[src/rtl/pipeline_hazard_control.sv]
// Pipeline hazard controller: tracks the EX/MEM/WB shadow slots and produces
// load-use stalls, branch flushes, multi-cycle EX holds and forwarding selects.
module pipeline_hazard_control #(
  parameter int unsigned REG_ID_WIDTH = 5,
  parameter int unsigned MC_LATENCY   = 4
) (
  input  logic                    clk,
  input  logic                    reset_n,
  input  logic                    id_valid,
  input  logic [REG_ID_WIDTH-1:0] id_rs1,
  input  logic [REG_ID_WIDTH-1:0] id_rs2,
  input  logic                    id_rs1_used,
  input  logic                    id_rs2_used,
  input  logic [REG_ID_WIDTH-1:0] id_rd,
  input  logic                    id_reg_write,
  input  logic                    id_mem_read,
  input  logic                    id_multi_cycle,
  input  logic                    ex_branch_taken,
  output logic                    stall_fetch,
  output logic                    stall_decode,
  output logic                    flush_if_id,
  output logic                    bubble_id_ex,
  output logic [1:0]              fwd_rs1_sel,
  output logic [1:0]              fwd_rs2_sel,
  output logic                    ex_busy
);

  localparam int unsigned CNT_W = $clog2(MC_LATENCY) + 1;
  localparam logic [1:0]  SEL_RF  = 2'b00;
  localparam logic [1:0]  SEL_MEM = 2'b01;
  localparam logic [1:0]  SEL_WB  = 2'b10;

  // EX slot
  logic                    ex_valid_q, ex_valid_d;
  logic [REG_ID_WIDTH-1:0] ex_rd_q, ex_rd_d;
  logic                    ex_rw_q, ex_rw_d;
  logic                    ex_mr_q, ex_mr_d;
  logic [REG_ID_WIDTH-1:0] ex_rs1_q, ex_rs1_d;
  logic [REG_ID_WIDTH-1:0] ex_rs2_q, ex_rs2_d;
  logic                    ex_rs1_used_q, ex_rs1_used_d;
  logic                    ex_rs2_used_q, ex_rs2_used_d;
  logic                    ex_mc_q, ex_mc_d;
  // MEM slot
  logic                    mem_valid_q, mem_valid_d;
  logic [REG_ID_WIDTH-1:0] mem_rd_q, mem_rd_d;
  logic                    mem_rw_q, mem_rw_d;
  logic                    mem_mr_q, mem_mr_d;
  // WB slot
  logic                    wb_valid_q, wb_valid_d;
  logic [REG_ID_WIDTH-1:0] wb_rd_q, wb_rd_d;
  logic                    wb_rw_q, wb_rw_d;
  logic                    wb_mr_q, wb_mr_d;
  // multi-cycle countdown
  logic [CNT_W-1:0]        cnt_q, cnt_d;

  logic busy, branch, load_use, bubble;

  // Hazard decisions; a taken branch overrides load-use, a busy EX ignores both
  always_comb begin
    busy     = (cnt_q != '0);
    branch   = ex_branch_taken && !busy;
    load_use = ex_valid_q && ex_mr_q && (ex_rd_q != '0) && id_valid &&
               ((id_rs1_used && (id_rs1 == ex_rd_q)) ||
                (id_rs2_used && (id_rs2 == ex_rd_q)));
    bubble   = !busy && (branch || load_use);
  end

  // Slot advance and counter next-state
  always_comb begin
    ex_valid_d    = ex_valid_q;
    ex_rd_d       = ex_rd_q;
    ex_rw_d       = ex_rw_q;
    ex_mr_d       = ex_mr_q;
    ex_rs1_d      = ex_rs1_q;
    ex_rs2_d      = ex_rs2_q;
    ex_rs1_used_d = ex_rs1_used_q;
    ex_rs2_used_d = ex_rs2_used_q;
    ex_mc_d       = ex_mc_q;
    mem_valid_d   = ex_valid_q;
    mem_rd_d      = ex_rd_q;
    mem_rw_d      = ex_rw_q;
    mem_mr_d      = ex_mr_q;
    wb_valid_d    = mem_valid_q;
    wb_rd_d       = mem_rd_q;
    wb_rw_d       = mem_rw_q;
    wb_mr_d       = mem_mr_q;
    cnt_d         = cnt_q;
    if (busy) begin
      mem_valid_d = 1'b0;
      cnt_d       = cnt_q - CNT_W'(1);
    end else begin
      ex_valid_d    = id_valid && !bubble;
      ex_rd_d       = id_rd;
      ex_rw_d       = id_reg_write;
      ex_mr_d       = id_mem_read;
      ex_rs1_d      = id_rs1;
      ex_rs2_d      = id_rs2;
      ex_rs1_used_d = id_rs1_used;
      ex_rs2_used_d = id_rs2_used;
      ex_mc_d       = id_multi_cycle;
      if (id_valid && !bubble && id_multi_cycle) begin
        cnt_d = CNT_W'(MC_LATENCY - 1);
      end
    end
  end

  // Slot and counter registers; only valid bits and counter need reset
  always_ff @(posedge clk or negedge reset_n) begin
    if (!reset_n) begin
      ex_valid_q    <= 1'b0;
      ex_rd_q       <= '0;
      ex_rw_q       <= 1'b0;
      ex_mr_q       <= 1'b0;
      ex_rs1_q      <= '0;
      ex_rs2_q      <= '0;
      ex_rs1_used_q <= 1'b0;
      ex_rs2_used_q <= 1'b0;
      ex_mc_q       <= 1'b0;
      mem_valid_q   <= 1'b0;
      mem_rd_q      <= '0;
      mem_rw_q      <= 1'b0;
      mem_mr_q      <= 1'b0;
      wb_valid_q    <= 1'b0;
      wb_rd_q       <= '0;
      wb_rw_q       <= 1'b0;
      wb_mr_q       <= 1'b0;
      cnt_q         <= '0;
    end else begin
      ex_valid_q    <= ex_valid_d;
      ex_rd_q       <= ex_rd_d;
      ex_rw_q       <= ex_rw_d;
      ex_mr_q       <= ex_mr_d;
      ex_rs1_q      <= ex_rs1_d;
      ex_rs2_q      <= ex_rs2_d;
      ex_rs1_used_q <= ex_rs1_used_d;
      ex_rs2_used_q <= ex_rs2_used_d;
      ex_mc_q       <= ex_mc_d;
      mem_valid_q   <= mem_valid_d;
      mem_rd_q      <= mem_rd_d;
      mem_rw_q      <= mem_rw_d;
      mem_mr_q      <= mem_mr_d;
      wb_valid_q    <= wb_valid_d;
      wb_rd_q       <= wb_rd_d;
      wb_rw_q       <= wb_rw_d;
      wb_mr_q       <= wb_mr_d;
      cnt_q         <= cnt_d;
    end
  end

  logic [1:0] sel1, sel2;
  logic       mem_fwd_ok, wb_fwd_ok;

  // Forwarding selects for the EX operands; MEM beats WB, register 0 never forwards
  always_comb begin
    mem_fwd_ok = mem_valid_q && mem_rw_q && (mem_rd_q != '0);
    wb_fwd_ok  = wb_valid_q && wb_rw_q && (wb_rd_q != '0);
    sel1 = SEL_RF;
    sel2 = SEL_RF;
    if (ex_valid_q && ex_rs1_used_q) begin
      if (mem_fwd_ok && (mem_rd_q == ex_rs1_q))     sel1 = SEL_MEM;
      else if (wb_fwd_ok && (wb_rd_q == ex_rs1_q))  sel1 = SEL_WB;
    end
    if (ex_valid_q && ex_rs2_used_q) begin
      if (mem_fwd_ok && (mem_rd_q == ex_rs2_q))     sel2 = SEL_MEM;
      else if (wb_fwd_ok && (wb_rd_q == ex_rs2_q))  sel2 = SEL_WB;
    end
  end

  // Outputs forced low while reset is held, including the input-driven flush path
  assign stall_fetch  = reset_n && (busy || (load_use && !branch));
  assign stall_decode = reset_n && (busy || (load_use && !branch));
  assign flush_if_id  = reset_n && branch;
  assign bubble_id_ex = reset_n && bubble;
  assign fwd_rs1_sel  = reset_n ? sel1 : SEL_RF;
  assign fwd_rs2_sel  = reset_n ? sel2 : SEL_RF;
  assign ex_busy      = reset_n && busy;

  logic unused_ok;
  assign unused_ok = ^{ex_mc_q, wb_mr_q};

endmodule

[config.mk]
export PLATFORM = sky130hd
export DESIGN_NAME = pipeline_hazard_control
export DESIGN_NICKNAME = d
export VERILOG_FILES = /design/src/rtl/pipeline_hazard_control.sv
export SDC_FILE = /design/constraint.sdc
export NUM_CORES = 1
export LEC_CHECK = 0
export CAP_MARGIN = 20
export CELL_PAD_IN_SITES_DETAIL_PLACEMENT = 0
export CELL_PAD_IN_SITES_GLOBAL_PLACEMENT = 1
export CORE_AREA = 2 2 67 69
export DETAILED_ROUTE_END_ITERATION = 10
export DIE_AREA = 0 0 69 71
export PLACE_DENSITY = 0.84
export SLEW_MARGIN = 20
export SYNTH_ARGS = -nofsm -noshare
export SYNTH_HDL_FRONTEND = slang
export SYNTH_SLANG_ARGS = --single-unit
export TNS_END_PERCENT = 20
[constraint.sdc]
create_clock -name clk -period 2.8 [get_ports clk]
set_input_delay 0.42 -clock clk [delete_from_list [all_inputs] [get_ports clk]]
set_output_delay 0.42 -clock clk [all_outputs]
set_load 0.03 [all_outputs]
==> summary.txt <==
STA
  – Relative slew margins: 0.7369
  – Final setup fails: 0
  – Tcrit/Tclk final: 0.9291
  – Fin Setup TNS: 0 ns
  – RSZ-0062 raised after global routing: no
  – Final Skew: between 0.006 and 0.007 ns
  – Max Clock Freq: 0.3844 GHz
  – Fin. Hold Viols: 0
  – Crit path time final: approximately 2.6 ns
  – PnR worst setup slack: around 0.20 ns
  – Hold Slack: 0.1532 ns
  – Worst slew pin tran: about 0.39 ns
  – Fin. max-slew vios: 0

Clocking
  – Htree depth: 2
  – Post-CTS Setup Bufs: 0
  – Clock Tree Buf Depth: 2
  – CTS Buf Count: 5
  – Clock Pin Slew Worst Setup and Hold Paths: about 0.07 ns
  – TritonCTS clock tree: built
  – Root Buffer: clkbuf_8
  – CTS Sinks: 37
  – Worst skew pair latency: 0.29 ns

Critical path
  – CP max FO: 4
  – WP data required: around 2.4 ns
  – CP Class: reg2out
  – FF-to-FF Start: cnt_q[0]$_DFFE_PN0P_
  – CP Capture Type: output port
  – Reg2reg end: ex_rd_q[0]$_DFFE_PN0N_
  – CP arrival: ~2.2 ns
  – R2R depth: 5
  – Worst setup SP type: flip-flop
  – R2r setup slk: 1.06 ns

Floorplan
  – # IOs: 33
  – Die H: 71 um
  – Full die area: 4899 um2
  – Row cnt: 24
  – Core footprint: 4204 um2
  – Die X: 69 um
  – Starting Density: 0.4274

Synth
  – Post-Syn Nets: approximately 170
  – #FFs+latches synth: 37
  – Library cells used by synthesis: 34
  – Syn avg cell area: 12.22 um2
  – Largest area contributor in the netlist: dfrtp_1
  – Post-synth EDFFs: 0
  – Top cells by area, synth: dfrtp_1 (52%), mux2_2 (12%), xnor2_1 (7.3%), xor2_1 (7.3%), nand3_1 (2.2%)
  – YS warnings: 0
  – Main flop type after synthesis: dfrtp_1
  – Share of the synthesized area in the top cell type: 0.5153
  – Ys async rst share: 1.000
  – Register area share after synthesis: 0.5153
  – Cell Area, Synth: 1797 um2
  – Cell count after synthesis: 147

Cells and area
  – Layout cells sized above 1: 0.2366
  – Final core occ: 0.5363
  – Final nets: 212
  – Fill count: about 390
  – Synthesis-to-finish area growth: 25.49%
  – Antenna diode count: 0

GRT
  – Gr ovfl total: 0
  – Total track usage: 0.1686
  – Global-route wire length before repair: 6492 um
  – Vias in the first global route: around 1300
  – Largest net degree at the start of global routing: 31
  – Initial antenna violation count: 0

Detailed routing
  – Via count: 1237
  – Vias per cell: a little over 5
  – Iteration count of the initial detailed-routing pass: 4
  – Routed WL: around 3800 um
  – Initial DRC Count: 45
  – DRC viols: 0
  – Wire per inst: 15.94 um
  – Antenna Violating Nets Remaining: 0

Power and ir drop
  – Final Power: 2.351 mW
  – Psw: 0.8840 mW
  – VDD IR max: 0.4926 mV
  – Part of the power in registers: 0.471
  – Switch share: 0.3760
  – Leakage: about 0.93 nW
  – Clk network pwr share: 0.150
  – Combinational Power Share: 0.380
  – Pwr/cell area: 1043 nW/um2
  – Internal power: 1.467 mW

Worst hold path
  – Worst min path class: in2async

Placed design
  – Port Buf Inserts: 32
  – Final RePlAce weighted congestion: ~0.9
  – Post-DP HPWL: 2936 um
  – Dpl ws: about 0.22 ns

Flow run
  – Max-cap violations: 0

Run status
  – Status: finished clean
[sequential cells by signal, summed over array words and instances (netlist names), 3 cells and up]
register / flops
cnt_q: 3
mem_rd_q: 5
ex_rs1_q: 5
ex_rd_q: 5
ex_rs2_q: 5
wb_rd_q: 5
[worst max path at each step]
stage,from,endpoint,slack (ns),depth (start not counted)
after detailed placement,mem_rd_q[1]$_DFF_PN0_,fwd_rs2_sel[0],0.22,5
after floorplan,mem_rd_q[1]$_DFF_PN0_,fwd_rs1_sel[1],0.53,4
final,mem_rd_q[1]$_DFF_PN0_,fwd_rs2_sel[0],0.20,5
after global placement,mem_rd_q[0]$_DFF_PN0_,fwd_rs1_sel[0],0.31,5
after global routing,mem_rd_q[1]$_DFF_PN0_,fwd_rs2_sel[0],0.1,5
after CTS,mem_rd_q[1]$_DFF_PN0_,fwd_rs2_sel[0],0.17,5
[per-layer routing]
layer	wire length (um)	vias up	global-route usage
met2	1982	25	0.2981
met5	0	-	0
li1	-	591	-
met1	1595	614	0.2020
met3	130	7	0.04131
met4	85	0	0.05664
[layout by cell type, fill, tap and decap left out]
cell type        count
and3_1               1
ha_1                 3
or4_4                1
and2_1               2
or4_1                1
o21a_1               1
o31a_1               1
and4_2               1
dlygate4sd2_1        2
nor3_1               4
xnor2_1             15
buf_4                8
clkbuf_8             5
clkdlybuf4s50_1     24
inv_1                6
nand3_1              8
nand4_1              3
or3_1                1
a31o_2               1
clkinv_2             2
nor4_2               3
or2_2                2
o211ai_2             1
mux2_2              19
dfrtp_1             37
a21oi_1              2
nand2b_1             2
buf_2                1
xor2_1              15
clkbuf_1             1
nor2_1               1
o221ai_1             2
o211a_1              1
o22ai_1              2
o311a_1              1
nor2b_1              1
nand2_1              5
[cell usage after synthesis (all sizes together) (2+ instances only)]
cell    instances
nand4           3
xor2           15
nand2b          2
o22ai           2
nand2           5
dfrtp          37
xnor2          15
or4             2
and2            2
inv             6
o221ai          2
buf             3
nor4            3
or2             2
a21oi           2
nor3            4
nand3           8
mux2           19
ha              3
[stage by stage]
stage / instances / cell area, um2
global placement: 230 / 2168
CTS: 238 / 2255
global route: 238 / 2255
detailed placement: 230 / 2168
floorplan: 147 / 1797
finish: 238 / 2255
[area by class of cell]
cell class                 count  area, um2  area share
sequential                    37      925.9      0.4107
inverter                       6      22.52    0.009989
clock buffer                   6      72.57     0.03219
tap                           52      65.06     0.02886
clock inverter                 2      10.01    0.004440
multi-input combinational    100      835.8      0.3707
timing repair buffer          35      322.8      0.1432
[kinds of logic after synthesis]
group | synth area share
DFF | 0.5153
and+or+nand+nor | 0.1212
xor gates and xnor gates | 0.1462
muxes | 0.1191
AOI/OAI and AO/OA | 0.05432
buffers and inverters | 0.02298
adders and majority gates | 0.02089
[worst max-delay path, cell delays in order, from the launching register on]
cell and delay (ns):
dfrtp_1 0.42, or4_1 0.17, o211ai_2 0.10, or4_4 0.56
nor4_2 0.23, dlygate4sd2_1 0.43
[power groups by stage]
stage               Clock, mW  Sequential, mW  Combinational (mW)
finish                  0.352            1.11               0.893
global route            0.389            1.15               0.981
CTS                     0.365            1.11               0.894
detailed placement          0            1.12               0.881
global placement            0            1.10               0.844
floorplan                   0            1.02               0.703
[repair_timing]
action                                  in CTS  in global routing
hold buffers                                 0                  0
endpoints found under the setup margin       2                  0
gates resized for setup                      3                  0
(Power assumes the default switching activity.)
